--- config.mk ---
export PLATFORM = sky130hd
export DESIGN_NAME = morse_key_sequencer
export DESIGN_NICKNAME = d
export VERILOG_FILES = /design/src/rtl/morse_key_sequencer.sv
export SDC_FILE = /design/constraint.sdc
export NUM_CORES = 1
export LEC_CHECK = 0
export CAP_MARGIN = 20
export CORE_MARGIN = 2
export CORE_UTILIZATION = 35
export DETAILED_ROUTE_END_ITERATION = 12
export SYNTH_ARGS = -nofsm -noshare
export SYNTH_HDL_FRONTEND = slang
export SYNTH_SLANG_ARGS = --single-unit
--- constraint.sdc ---
create_clock -name fast -period 2.1 [get_ports fast]
set_input_delay 0.21 -clock fast [delete_from_list [all_inputs] [get_ports fast]]
set_output_delay 0.21 -clock fast [all_outputs]
set_load 0.01 [all_outputs]
--- src/rtl/morse_key_sequencer.sv ---
// Morse key sequencer: turns one character per valid/ready handshake into KEY on/off
// intervals measured in TICK units (dot = 1, dash = DASH_UNITS, gaps as parameterised).
// Optional macro MORSE_FARNSWORTH_EN adds a gap_stretch input that lengthens char/word gaps.
module morse_key_sequencer #(
  parameter int unsigned MAX_ELEMS      = 6,
  parameter int unsigned DASH_UNITS     = 3,
  parameter int unsigned CHAR_GAP_UNITS = 3,
  parameter int unsigned WORD_GAP_UNITS = 7,
  parameter int unsigned CNT_W          = 4
) (
  input  logic                               fast,
  input  logic                               reset,
  input  logic                               tick,
  input  logic                               char_valid,
  output logic                               char_ready,
  input  logic [$clog2(MAX_ELEMS+1)-1:0]     char_len,
  input  logic [MAX_ELEMS-1:0]               char_bits,
`ifdef MORSE_FARNSWORTH_EN
  input  logic [3:0]                         gap_stretch,
`endif
  output logic                               key,
  output logic                               busy,
  output logic                               done
);

  localparam int unsigned LEN_W = $clog2(MAX_ELEMS + 1);

  typedef enum logic [2:0] {StIdle, StMark, StElemGap, StCharGap, StWordGap} state_e;

  state_e               state_q, state_d;
  logic [CNT_W-1:0]     cnt_q, cnt_d;
  logic [LEN_W-1:0]     idx_q, idx_d;
  logic [LEN_W-1:0]     len_q, len_d;
  logic [MAX_ELEMS-1:0] bits_q, bits_d;
  logic                 key_q, key_d;
  logic                 done_q, done_d;

  logic [3:0]           stretch_q;
  logic [3:0]           stretch_in;

`ifdef MORSE_FARNSWORTH_EN
  assign stretch_in = gap_stretch;

  // Stretch is captured with the character so gap timing cannot change mid-character.
  always_ff @(posedge fast or posedge reset) begin
    if (reset) begin
      stretch_q <= '0;
    end else if (char_valid && char_ready) begin
      stretch_q <= gap_stretch;
    end
  end
`else
  assign stretch_in = '0;
  assign stretch_q  = '0;
`endif

  logic [LEN_W-1:0]     len_in;
  logic [LEN_W-1:0]     idx_nxt;
  logic [MAX_ELEMS-1:0] bits_shift;
  logic                 expire;

  assign len_in     = (char_len > LEN_W'(MAX_ELEMS)) ? LEN_W'(MAX_ELEMS) : char_len;
  assign idx_nxt    = idx_q + LEN_W'(1);
  assign bits_shift = bits_q >> idx_nxt;
  // The interval ends on the counted TICK that takes the counter from 1 to 0.
  assign expire     = tick && (cnt_q <= CNT_W'(1));

  assign char_ready = (state_q == StIdle);
  assign busy       = (state_q != StIdle);
  assign key        = key_q;
  assign done       = done_q;

  // Next-state, counter reloads and registered KEY/DONE values.
  always_comb begin
    state_d = state_q;
    cnt_d   = cnt_q;
    idx_d   = idx_q;
    len_d   = len_q;
    bits_d  = bits_q;
    key_d   = key_q;
    done_d  = 1'b0;
    case (state_q)
      StIdle: begin
        if (char_valid) begin
          len_d  = len_in;
          bits_d = char_bits;
          idx_d  = '0;
          if (len_in != '0) begin
            state_d = StMark;
            key_d   = 1'b1;
            cnt_d   = char_bits[0] ? CNT_W'(DASH_UNITS) : CNT_W'(1);
          end else begin
            state_d = StWordGap;
            key_d   = 1'b0;
            cnt_d   = CNT_W'(WORD_GAP_UNITS - CHAR_GAP_UNITS) + CNT_W'(stretch_in);
          end
        end
      end
      StMark: begin
        if (expire) begin
          key_d = 1'b0;
          if (idx_nxt < len_q) begin
            state_d = StElemGap;
            cnt_d   = CNT_W'(1);
          end else begin
            state_d = StCharGap;
            cnt_d   = CNT_W'(CHAR_GAP_UNITS) + CNT_W'(stretch_q);
          end
        end else if (tick) begin
          cnt_d = cnt_q - CNT_W'(1);
        end
      end
      StElemGap: begin
        if (expire) begin
          state_d = StMark;
          idx_d   = idx_nxt;
          key_d   = 1'b1;
          cnt_d   = bits_shift[0] ? CNT_W'(DASH_UNITS) : CNT_W'(1);
        end else if (tick) begin
          cnt_d = cnt_q - CNT_W'(1);
        end
      end
      StCharGap, StWordGap: begin
        if (expire) begin
          state_d = StIdle;
          cnt_d   = '0;
          done_d  = 1'b1;
        end else if (tick) begin
          cnt_d = cnt_q - CNT_W'(1);
        end
      end
      default: begin
        state_d = StIdle;
        key_d   = 1'b0;
        cnt_d   = '0;
      end
    endcase
  end

  // State and datapath registers; reset drops KEY immediately and discards the character.
  always_ff @(posedge fast or posedge reset) begin
    if (reset) begin
      state_q <= StIdle;
      cnt_q   <= '0;
      idx_q   <= '0;
      len_q   <= '0;
      bits_q  <= '0;
      key_q   <= 1'b0;
      done_q  <= 1'b0;
    end else begin
      state_q <= state_d;
      cnt_q   <= cnt_d;
      idx_q   <= idx_d;
      len_q   <= len_d;
      bits_q  <= bits_d;
      key_q   <= key_d;
      done_q  <= done_d;
    end
  end

endmodule

---- Word level (Yosys, flattened, before mapping) ----
Index checks and enable logic that the tools add are counted.
word-level totals
  bits in writable memories ............... 0
  output and inout port bits .............. 4
  bits in latches ......................... 0
  word-level logic and storage cells ...... 60
  memories ................................ 0
  memory bits (read-only) ................. 0
  register bits after elaboration ......... 21
operators by class
  shift operators ......................... 1
  magnitude comparators ................... 3
  reduce and logical (&&, ||, !) cells .... 10
  add/sub/neg operators ................... 2
  multiplexer cells ....................... 28
  div/mod/pow operators ................... 0
  equal/unequal tests ..................... 8
  multipliers ............................. 0
  bitwise operators ....................... 1
operator list
  operator                                                                           number
  3-bit two-way mux                                                                  9
  4-bit two-way mux                                                                  5
  4-bit one-hot mux with 4 select lines                                              1
  3-bit one-hot mux with 4 select lines                                              1
  2-bit inequality test (second input constant)                                      4
  4-bit AND reduction                                                                2
  1-bit two-way mux                                                                  7
  3-bit by 2-bit == test with 1-bit output (second input constant)                   2
  2-bit two-way mux                                                                  3
  3-bit one-hot mux with 2 select lines                                              1
  3-bit nonzero test                                                                 2
  6-bit by 3-bit right shift with 1-bit output                                       1
  4-bit by 1-bit less-or-equal comparator with 1-bit output (second input constant)  1
  1-bit one-hot mux with 4 select lines                                              1
  4-bit by 1-bit subtractor with 4-bit output (second input constant)                1
  3-bit by 1-bit adder with 3-bit output (second input constant)                     1
  3-bit by 1-bit == test with 1-bit output (second input constant)                   1
  3-bit == test (second input constant)                                              1
  3-bit greater-than comparator (second input constant)                              1
  3-bit zero test                                                                    1
  3-bit less-than comparator                                                         1
  3-bit AND reduction                                                                1
  2-bit AND reduction                                                                1
  2-bit nonzero test                                                                 1
  3 further kinds                                                                    3

---- Logic depth before layout (Yosys ltp) ----
  word-level depth ........................ 6
  depth in mapped cells ................... 9

---- Worst setup path before layout ----
OpenSTA, ideal clock, no wires.
  path type ............................... flip-flop to flip-flop
  start point ............................. register idx_q[0]
  end point ............................... register cnt_q[1]
  required time ........................... 1.964 ns
  cell stages (with the launch flop) ...... 10
  buffers on the path ..................... 0
  clock period less this slack ............ 2.049 ns
  setup time .............................. 0.136 ns
  slack ................................... 0.051 ns
  arrival time ............................ 1.913 ns
  path through ............................ dfrtp_1 > ha_1 > xnor2_1 > inv_1 > ha_1 > a21o_1 > a31oi_1 > nor2_1 > o311ai_1 > a31oi_1
on the way
  word-level cells in the longest chain between the ends .. 5
RTL lines
  what                                                                                        RTL line  source
  start, declared                                                                             32        logic [LEN_W-1:0] idx_q, idx_d;
  start signal, assigned                                                                      153       idx_q <= idx_d;
  3-bit by 1-bit adder with 3-bit output (*)                                                  63        assign idx_nxt = idx_q + LEN_W'(1);
  3-bit less-than comparator or 6-bit by 3-bit right shift with 1-bit output (tied branches)  102, 64
  2-bit two-way mux, on equally long branches                                                 102, 118
  4-bit two-way mux, on equally long branches                                                 100, 114
  4-bit one-hot mux with 4 select lines (*)                                                   82        case (state_q)
  end signal, assigned                                                                        152       cnt_q <= cnt_d;
  end, declared                                                                               31        logic [CNT_W-1:0] cnt_q, cnt_d;
Mark *: on every way between the ends. The rest lies on a longest branch, timed or not.
A chain may end at the register's enable or synchronous reset.

---- Worst setup path in the final report ----
  start point ............................. register idx_q[1]
  end point ............................... register cnt_q[1]
Same word-level chain as after synthesis.

==> impl_results.md <==
- Status: finished clean
- DPL Wire Length: 2.19 mm
- Final min period: 1960 ps
- CP required: 2240 ps
- Largest net degree at the start of global routing: 22
- Synth async-reset ratio: 1.00
- WS Path Type: register to register
- Register area share after synthesis: 0.390
- Placed cells: 209
- Core ar.: 3690 µm²
- Leak: 0.722 nW
- EDFF count, synth: 0
- DR vias/cell: 5.20
- Total Routed Length: 2.92 mm
- First drt pass iteration count: 4
- Ys Warns: 0
- Tot Pwr: 2.12 mW
- DRC violations left: 0
- Via count: 1,119
- Layout cells sized above 1: 0.168
- R2R Setup Slk: 140 ps
- Peak supply drop: 0.545 mV
- PnR worst setup slack: 137 ps
- Total global-route track usage: 0.153
- Avg WL per Cell: 13.6 µm
- Max H-tree Level: 1
- Synth Flop Type: dfrtp_1
- Largest cells by area after synthesis: dfrtp_1 39%, mux2_1 5.0%, nand2_1 4.7%, ha_1 4.6%, mux2i_1 3.7%
- Vias in the first global route: 1,134
- Initial DRC count: 61
- Die W: 66.0 µm
- Synth cell count leaders: 21 x dfrtp_1, 17 x nand2_1, 11 x inv_1
- Crit path DAT: 2110 ps
- Slowest-stage cell, CP: dfrtp_1
- Final setup fails: 0
- Reg-to-Reg Start: idx_q[1]
- Syn_area_per_cell: 9.28 µm²
- GR Overflow Total: 0
- Clk Latency, worst-skew pair: 260 ps
- Final Slew Violations: 0
- Maximum clock rate: 509 MHz
- Worst-path clk slew: 80 ps
- Worst clock skew: 6.27 ps
- R2R Path End: cnt_q[1]
- Antenna violations before repair: 0
- Maximum buffer depth of the clock tree: 2
- Syn nets: 163
- Nets: 186
- PwrDens: 1260 nW/µm²
- Syn-to-layout area delta: 24.5%
- Most common cell in the netlist: dfrtp_1
- Yosys cell types: 43
- Max incr delay on CP: 390 ps
- IO Count: 17
- ANT cells: 0
- Hold Worst Slack: 274 ps
- HP Class: input pin to async pin
- Fin crit share: 0.935
- Pre-CTS WS: -61.5 ps
- Worst-path cell chain: ha_2 > xnor2_2 > inv_2 > ha_4 > a21o_1 > a31oi_2 > nor2_1 > o311ai_1 > a31oi_1
- Area occupied by multi-input gates: 769 µm²
- First-pass GRT wire length: 5.15 mm
- Syn Inst Count: 145
- Fin. Hold Viols: 0
- TritonCTS Buffers: 3
- Number of max-cap violations: 0
- Area share of the largest cell type after synthesis: 0.390
- Die area: 4360 µm²
- Site Rows: 22
- RSZ-0062 raised after global routing: yes
- Synth area leader: dfrtp_1
- FF-to-FF path depth: 9
- Synthesized cell area: 1350 µm²
- Root buf cell: clkbuf_8
- FF/Latch Area: 526 µm²
- CP max FO: 3
- Port Buffer Count: 16
- Fill count: 366
- Crit path launch type: register
- Total clock sinks: 21
- Die Y: 66.0 µm
- Slew @ Worst Pin: 454 ps
- CTS tree: done
- Placer Congestion: 0.816
- Relative slew slack: 0.696
- CP Capture Type: register
- Initial Util: 0.365
- Synth Register Bits: 21
- Routed Antenna Nets: 0
- Non-Filler Instances: 215
- Cts hold-fix bufs: 0
## timing repair
| item | 4_1_cts | 5_1_grt |
|---|---|---|
| gates resized for setup | 2 | 4 |
| buffers inserted | 0 | 2 |
| endpoints found under the setup margin | 1 | 1 |
| pin swaps | 0 | 6 |
## through the flow
step                cell area (µm²)  setup TNS, ps   util
CTS                            1640              0  0.443
global placement               1580              0  0.428
global route                   1680          -16.2  0.455
finish                         1680              0  0.455
floorplan                      1350              0      -
detailed placement             1580          -61.5  0.428
## cell type report
type,instances,area share
Inverter,13,0.0291
Timing Repair Buffer,25,0.136
Sequential cell,21,0.313
Multi-Input combinational cell,104,0.459
Tap cell,48,0.0358
Clock buffer,4,0.0269
## registers in the layout (all words and copies together), names as in the netlist
name / flops
state_q: 3
key: 1
done: 1
len_q: 3
idx_q: 3
bits_q: 6
cnt_q: 4
## cell families after synthesis
kind of cell	share of synthesized area
buffers and inverters	0.0651
AND/OR/NAND/NOR	0.183
AO/OA/AOI/OAI	0.195
multiplexers	0.107
XOR/XNOR	0.0130
adder cells (fa/ha/maj)	0.0465
flip-flops	0.390
## report_power, final
group / total (mW) / switching [mW] / internal [mW]
Sequential: 0.679 / 0.111 / 0.568
Combinational: 1.17 / 0.604 / 0.567
Clock: 0.270 / 0.134 / 0.135
Total: 2.12 / 0.850 / 1.27
## routing by layer
| layer | track usage | part of all wire | routed length, µm | vias to the layer above |
|---|---|---|---|---|
| met4 | 0.0510 | 0.012 | 36 | 0 |
| met1 | 0.192 | 0.47 | 1360 | 529 |
| met3 | 0.0307 | 0.037 | 107 | 4 |
| met5 | 0 | 0 | 0 | - |
| li1 | - | - | - | 564 |
| met2 | 0.263 | 0.48 | 1410 | 22 |
## worst max-delay path by stage
stage              from       end  cells after the start
2_1_floorplan  idx_q[0]  cnt_q[1]                      9
3_3_place_gp   idx_q[0]  cnt_q[1]                      9
3_5_place_dp   idx_q[0]  cnt_q[1]                      9
4_1_cts        idx_q[0]  cnt_q[1]                      9
5_1_grt        idx_q[1]  cnt_q[1]                      9
6_report       idx_q[1]  cnt_q[1]                      9
## worst max-delay path, delay by kind of cell, from the launching register on
kind	cells	cell delay [ps]
AO/OA/AOI/OAI	4	710
XOR/XNOR	1	180
adder cells (fa/ha/maj)	2	430
buffers and inverters	1	60
flip-flops	1	390
AND/OR/NAND/NOR	1	80
## cells in the final DEF (no fill, tap or decap), types with 4 or more instances in the layout
cell type / n
mux2_1: 6
dfrtp_1: 21
o31ai_1: 4
inv_1: 10
nand3_1: 4
o21ai_1: 5
nor3_1: 4
buf_4: 9
mux2i_1: 5
clkdlybuf4s50_1: 16
nand2_1: 17
a21oi_1: 6
nor2_1: 10
No activity file was read; power rests on OpenSTA's default activity.
